## src/rtl/or1k_startup_rom_wb.sv

```systemverilog
// Wishbone B3 read-only slave front-end for the OR1K startup ROM.
// Turns classic and incrementing-burst reads into ROM word addresses and errors every write.
module or1k_startup_rom_wb #(
  parameter int unsigned ADDR_WIDTH = 7,
  parameter int unsigned ROM_WORDS  = 32
) (
  input  logic                  wb_clk,
  input  logic                  wb_rst_n,
  input  logic [31:0]           wb_adr_i,
  input  logic [31:0]           wb_dat_i,
  input  logic [3:0]            wb_sel_i,
  input  logic                  wb_we_i,
  input  logic                  wb_cyc_i,
  input  logic                  wb_stb_i,
  input  logic [2:0]            wb_cti_i,
  input  logic [1:0]            wb_bte_i,
  output logic [31:0]           wb_dat_o,
  output logic                  wb_ack_o,
  output logic                  wb_err_o,
  output logic [ADDR_WIDTH-1:0] rom_addr,
  input  logic [31:0]           rom_dout
);

  typedef enum logic [0:0] {StIdle, StBurst} state_e;

  localparam logic [2:0] CtiIncr = 3'b010;

  state_e                state_q, state_d;
  logic                  ack_q, ack_d;
  logic                  err_q, err_d;
  logic                  oor_q, oor_d;
  logic [ADDR_WIDTH-1:0] burst_addr_q, burst_addr_d;
  logic [ADDR_WIDTH-1:0] word_idx;
  logic                  req, wreq, incr;
  logic                  unused_inputs;

  function automatic logic [ADDR_WIDTH-1:0] wrap_inc(input logic [ADDR_WIDTH-1:0] a,
                                                     input logic [1:0]            bte);
    logic [ADDR_WIDTH-1:0] r;
    r = a;
    unique case (bte)
      2'b00: r      = a + ADDR_WIDTH'(1);
      2'b01: r[1:0] = a[1:0] + 2'd1;
      2'b10: r[2:0] = a[2:0] + 3'd1;
      2'b11: r[3:0] = a[3:0] + 4'd1;
    endcase
    return r;
  endfunction

  assign req      = wb_cyc_i & wb_stb_i & ~wb_we_i;
  assign wreq     = wb_cyc_i & wb_stb_i & wb_we_i;
  assign incr     = (wb_cti_i == CtiIncr);
  assign word_idx = wb_adr_i[ADDR_WIDTH+1:2];
  assign rom_addr = (state_q == StBurst) ? burst_addr_q : word_idx;

  // Latched on the same edge as the ROM address so it lines up with rom_dout.
  assign oor_d = (32'(rom_addr) >= ROM_WORDS);

  assign unused_inputs = ^{wb_dat_i, wb_sel_i, wb_adr_i[31:ADDR_WIDTH+2], wb_adr_i[1:0]};

  always_comb begin
    state_d      = state_q;
    ack_d        = 1'b0;
    err_d        = 1'b0;
    burst_addr_d = burst_addr_q;
    case (state_q)
      StIdle: begin
        if (req && !ack_q) begin
          ack_d = 1'b1;
          if (incr) begin
            state_d      = StBurst;
            burst_addr_d = wrap_inc(word_idx, wb_bte_i);
          end
        end
        err_d = wreq & ~err_q;
      end
      StBurst: begin
        // Dropped strobe or a non-incrementing beat ends the burst; the last beat is already acked.
        if (!req || (ack_q && !incr)) begin
          state_d = StIdle;
        end else begin
          ack_d = 1'b1;
          if (ack_q) burst_addr_d = wrap_inc(burst_addr_q, wb_bte_i);
        end
      end
    endcase
  end

  always_ff @(posedge wb_clk or negedge wb_rst_n) begin
    if (!wb_rst_n) begin
      state_q      <= StIdle;
      ack_q        <= 1'b0;
      err_q        <= 1'b0;
      oor_q        <= 1'b0;
      burst_addr_q <= '0;
    end else begin
      state_q      <= state_d;
      ack_q        <= ack_d;
      err_q        <= err_d;
      oor_q        <= oor_d;
      burst_addr_q <= burst_addr_d;
    end
  end

  // Qualify with the live strobe so an abandoned burst never sees a stale ack.
  assign wb_ack_o = ack_q & req;
  assign wb_err_o = err_q & wreq;
  assign wb_dat_o = (wb_ack_o && !oor_q) ? rom_dout : 32'd0;

endmodule

```

## config.mk

```make
export PLATFORM = sky130hd
export DESIGN_NAME = or1k_startup_rom_wb
export DESIGN_NICKNAME = d
export VERILOG_FILES = /design/src/rtl/or1k_startup_rom_wb.sv
export SDC_FILE = /design/constraint.sdc
export NUM_CORES = 1
export LEC_CHECK = 0
export BUFFER_PORTS_ARGS = -buffer_cell sky130_fd_sc_hd__buf_2
export CORE_UTILIZATION = 36
export CTS_BUF_LIST = sky130_fd_sc_hd__clkbuf_4 sky130_fd_sc_hd__clkbuf_8
export DETAILED_ROUTE_END_ITERATION = 6
export PLACE_DENSITY = 0.85
export SLEW_MARGIN = 20
export SYNTH_ARGS = -nofsm -noshare
export SYNTH_HDL_FRONTEND = slang
export SYNTH_SLANG_ARGS = --single-unit
```

## constraint.sdc

```tcl
create_clock -name wb_clk -period 2.85 [get_ports wb_clk]
set_input_delay 0.285 -clock wb_clk [delete_from_list [all_inputs] [get_ports wb_clk]]
set_output_delay 0.285 -clock wb_clk [all_outputs]
set_load 0.01 [all_outputs]
```

Yosys cells after proc, flatten, opt, wreduce, memory -nomap -nowiden
Cells that the tools add are included.
{"block": "classes", "bitwise": 9, "multipliers": 0, "order_cmp": 1, "div_mod_pow": 0, "add_sub_neg": 8, "n_reduce_logical": 13, "n_shift": 0, "n_eq_ne": 11, "mux": 22}
{"operator": "two-way mux 7 bit", "n": 5}
{"operator": "two-way mux 32 bit", "n": 1}
{"operator": "case mux 2 bit (4 select lines)", "n": 2}
{"operator": "AND reduction 5 bit", "n": 3}
{"operator": "adder 7 x 1 -> 7 bit (second input constant)", "n": 2}
{"operator": "case mux 7 bit (2 select lines)", "n": 1}
{"operator": "adder 4 x 1 -> 4 bit (second input constant)", "n": 2}
{"operator": "case mux 1 bit (2 select lines)", "n": 4}
{"operator": "greater-or-equal comparator 7 x 6 -> 1 bit (second input constant)", "n": 1}
{"operator": "adder 3 x 1 -> 3 bit (second input constant)", "n": 2}
{"operator": "bitwise AND 1 bit", "n": 6}
{"operator": "two-way mux 3 bit", "n": 2}
{"operator": "!= test 2 bit (second input constant)", "n": 3}
{"operator": "case mux 1 bit (3 select lines)", "n": 2}
{"operator": "two-way mux 1 bit", "n": 5}
{"operator": "adder 2 x 1 -> 2 bit (second input constant)", "n": 2}
{"operator": "== test 2 bit (second input constant)", "n": 2}
{"operator": "logical NOT 1 bit", "n": 4}
{"operator": "!= test 2 x 1 -> 1 bit (second input constant)", "n": 2}
{"operator": "!= test 4 x 1 -> 1 bit (second input constant)", "n": 1}
{"operator": "AND reduction 4 bit", "n": 1}
{"operator": "== test 3 x 2 -> 1 bit (second input constant)", "n": 1}
{"operator": "logical AND 1 bit", "n": 3}
{"operator": "!= test 3 x 1 -> 1 bit (second input constant)", "n": 1}
{"operator": "other kinds (4)", "n": 6}
{"block": "word_totals", "elab_cells": 72, "inputBits": 110, "mem_bits_rw": 0, "mem_count": 0, "romBits": 0, "ff_bits": 11, "latch_bits": 0}

Depth between registers and ports, before layout
{"block": "logic_depth", "word_depth": 6, "ltp_mapped": 6, "ltp_nobuf": 6}

Worst setup path after synthesis
Ideal clock, no wire load.
{"block": "synth_path", "path_kind": "input-to-reg", "startpoint": "input wb_bte_i[0]", "endpoint": "register burst_addr_q[2]", "required_ns": 2.724, "t_arrival_ns": 1.432, "stages": 6, "setup_slack_ns": 1.292, "path_cell_list": "inv_1 ha_1 o311ai_1 a211oi_2 mux2_1 o311a_1"}
{"block": "synth_between", "elab_chain_len": 5, "elab_cells_between_ends": 12, "cone_classes": "eq/ne (3); mux (7); reduce/logical (2)"}
{"item": "start: declaration", "line": "16", "source": "input logic [1:0] wb_bte_i,"}
{"item": "== test 2 bit or logical NOT 2 bit (tied branches)", "line": "41", "source": "unique case (bte)"}
{"item": "case mux 1 bit (3 select lines)", "line": "41"}
{"item": "two-way mux 7 bit, on equally long branches", "line": "83, 70"}
{"item": "two-way mux 7 bit, on equally long branches", "line": "79, 68"}
{"item": "case mux 7 bit (2 select lines)", "line": "66", "source": "case (state_q)"}
{"item": "end signal: assignment", "line": "101", "source": "burst_addr_q <= burst_addr_d;"}
{"item": "end: declaration", "line": "32", "source": "logic [ADDR_WIDTH-1:0] burst_addr_q, burst_addr_d;"}
Several ways; a longest one is shown, not always the timed one. The select of a mux whose other input is x is not followed.
A chain may end at the register's enable or synchronous reset.

Worst setup path in the final report
{"block": "layout_path", "startpoint": "register state_q", "endpoint": "register burst_addr_q[2]"}
{"block": "layout_between", "elab_chain_len": 3, "elab_cells_between_ends": 8, "cone_classes": "eq/ne (5); mux (1); bitwise (1); reduce/logical (1)"}
{"item": "start: declaration", "line": "28", "source": "state_e state_q, state_d;"}
{"item": "start signal: assignment", "line": "91", "source": "state_q <= StIdle;"}
{"item": "start signal: assignment", "line": "97", "source": "state_q <= state_d;"}
{"item": "inverter 1 bit"}
{"item": "!= test 2 bit (no source line)"}
{"item": "AND reduction 5 bit (no source line)"}
Several ways; a longest one is shown, not always the timed one.

==> impl_metrics.py <==
metrics = {
    "clocking": {
        "cts_buffers": 3,
        "post_cts_buffers": 0,
        "clk_pin_slew_ns": 0.08,
        "cts_tree": "done",
        "cts_sinks": 11,
        "htreeDepth": 1,
        "cts_root_buffer": "clkbuf_4",
        "cts-resized-gates": 0,
        "clock_latency_ns": 0.28,
        "cts.path.max_buffers": 2,
    },
    "critical_path": {
        "crit_chain": "o311ai_1, a211oi_2, mux2_1, o311a_1",
        "reg2regPathDepth": 4,
        "critical-path-max-stage-delay_ns": 0.89,
        "cp.required_ns": 3.02,
        "worstSetupPathType": "reg -> reg",
        "cp_top_family": "flip-flops",
        "path_max_fanout": 26,
        "crit_cells": 4,
        "end_kind": "flip-flop",
        "cpMaxStageDelayCell": "dfrtp_1",
        "cp-start-kind": "flip-flop",
        "critPathBufInv": 0,
        "arrival_ns": 2.20,
    },
    "power_and_ir_drop": {
        "p_leak_nw": 0.921,
        "ir_worst_vdd_v": 0.000159,
        "p_per_area_nw_per_um2": 277,
    },
    "detailed_routing": {
        "num_vias": 1432,
        "drc": 0,
        "wirelength_um": 3610,
        "drt_iter0_drc": 33,
        "firstDrtPassIters": 4,
        "antenna_left": 0,
        "wl_per_cell_um": 12.8,
        "vias_per_cell": 5.08,
    },
    "floorplanning": {
        "core-area_um2": 3130,
        "ios": 151,
        "rows": 20,
        "initial_core_util_pct": 38.9,
        "die_w_um": 60.2,
        "die_area_um2": 3620,
        "dieHeight_um": 60.2,
    },
    "placed_design": {
        "gp_congestion": 0.921,
        "placed_area_um2": 1690,
        "port_buffers": 89,
        "hpwl_um": 2930,
    },
    "layout": {
        "fillers": 293,
        "nNetsFinal": 355,
        "seqCellArea_um2": 275,
        "fin_area_um2": 1730,
        "fin_util_pct": 55.2,
        "drive_gt1_share_pct": 46.6,
        "syn_to_final_growth_pct": 41.9,
        "n_antenna_cell": 0,
        "multi_input_area_um2": 882,
    },
    "sta": {
        "slew_headroom_pct": 44.3,
        "layout_worst_path_cycle_share_pct": 71.5,
        "tns_ns": 0,
        "fin_skew_ns": 0.0101,
        "worst_pin_slew_ns": 0.835,
        "rsz0062_at_grt": "false",
        "fin_crit_ns": 2.04,
        "setup_viol": 0,
        "hold_viol": 0,
        "max_clock_freq_ghz": 0.491,
        "drv_slew": 0,
    },
    "synthesis": {
        "synth_area_um2": 1220,
        "ys_seq_area_share_pct": 22.6,
        "syn_area_per_cell_um2": 8.12,
        "synth-edff-count": 0,
        "synth_flop_cell": "dfrtp_1",
        "ys_seq_elements": 11,
        "synth_cell_type_count": 49,
        "syn_nets": 266,
        "yosysWarnings": 0,
        "synthCells": 150,
        "synthArstFlopShare_pct": 100,
    },
    "grt": {
        "antenna_found_initial": 0,
        "grt.total_usage_pct": 19.4,
        "grt_max_degree": 33,
        "grt_pass1_vias": 1153,
        "grt_overflow": 0,
        "grt_pass1_wl_um": 5120,
    },
    "hold_path": {
        "hold_class": "in -> reg",
        "hold_path_depth": 3,
    },
    "job": {
        "maxCapViolCount": 0,
    },
    "outcome": {
        "outcome": "completed",
    },
}
## power breakdown
part	switching, mW	internal, mW	total [mW]
Sequential	0.0381	0.180	0.219
Combinational	0.0611	0.0777	0.139
Clock	0.0570	0.0638	0.121
## metrics by stage
step / hold WS (ns) / setup slack, ns / std cells / power [mW]
floorplan: -0.0106 / 1.29 / 150 / 0.290
global placement: 0.169 / 0.832 / 277 / 0.352
detailed placement: 0.168 / 0.829 / 277 / 0.357
CTS: 0.296 / 0.803 / 282 / 0.482
global route: 0.322 / 0.657 / 282 / 0.513
finish: 0.303 / 0.812 / 282 / 0.478
## sequential cells by signal (all words and copies together) (netlist names)
register      cells
err_q             1
burst_addr_q      7
state_q           1
ack_q             1
oor_q             1
## worst paths after layout
path	endpoint	start	slack, ns
worst min-delay path	err_q	wb_we_i	0.30
worst max-delay path	burst_addr_q[2]	state_q	0.81
worst max register to register	burst_addr_q[2]	state_q	0.81
max in group asynchronous	state_q	wb_rst_n	2.23
min in group asynchronous	burst_addr_q[3]	wb_rst_n	0.41
worst min register to register	err_q	err_q	0.45
## synthesized netlist by cell type, drive strengths merged, types with 4 or more instances
cell	number	share of area, %
a21oi	8	3.6
and2	32	16
and3	4	2.1
buf	4	2.2
dfrtp	11	23
ha	6	6.2
inv	6	1.8
mux2	8	7.4
nand2	6	1.8
nand3	4	1.6
nand4	4	2.1
nor2	13	4.0
nor3	4	2.1
## cell usage in the layout, fill, tap and decap left out, types with 3 or more instances in the layout
master,count
a21oi_1,7
and2_1,32
and3_1,4
buf_2,89
clkbuf_4,4
dfrtp_1,11
ha_1,6
inv_1,6
mux2_2,7
nand2_1,6
nand3_1,4
nand4_1,4
nor2_1,13
nor3_1,3
o21ai_0,3
xnor2_1,3
## per-layer routing
layer / vias up / share of wire (%) / GRT usage (%)
met4: 0 / 2.2 / 11.0
met3: 7 / 7.6 / 1.73
met2: 78 / 50 / 35.6
met1: 638 / 40 / 21.4
met5: - / 0 / 0
li1: 709 / - / -
## worst register-to-register path: cells and delay by family (launching register included)
family | cells | cell delay, ns
flops | 1 | 0.89
compound gates | 3 | 0.70
mux | 1 | 0.35
## cell families after synthesis
kind of cell / Yosys count / synth area share [%]
buf+inv: 13 / 4.93
flops: 11 / 22.6
mux: 9 / 8.22
simple gates: 80 / 38.6
xor+xnor: 3 / 2.16
fa+ha+maj: 6 / 6.17
compound gates: 28 / 17.3
## final cells by class
cell class / count / area share (%)
flip-flops and latches: 11 / 15.9
repair buffers: 91 / 26.8
clock buffers: 4 / 1.74
inverters: 6 / 1.30
multi-input cells: 126 / 51.0
well taps: 44 / 3.19
## what timing repair did
action | 4_1_cts | 5_1_grt
endpoints found under the setup margin | 0 | 0
endpoints found under the hold margin | 11 | 0
hold buffers | 1 | 0
Note: power is estimated with default switching activity, not from simulation.
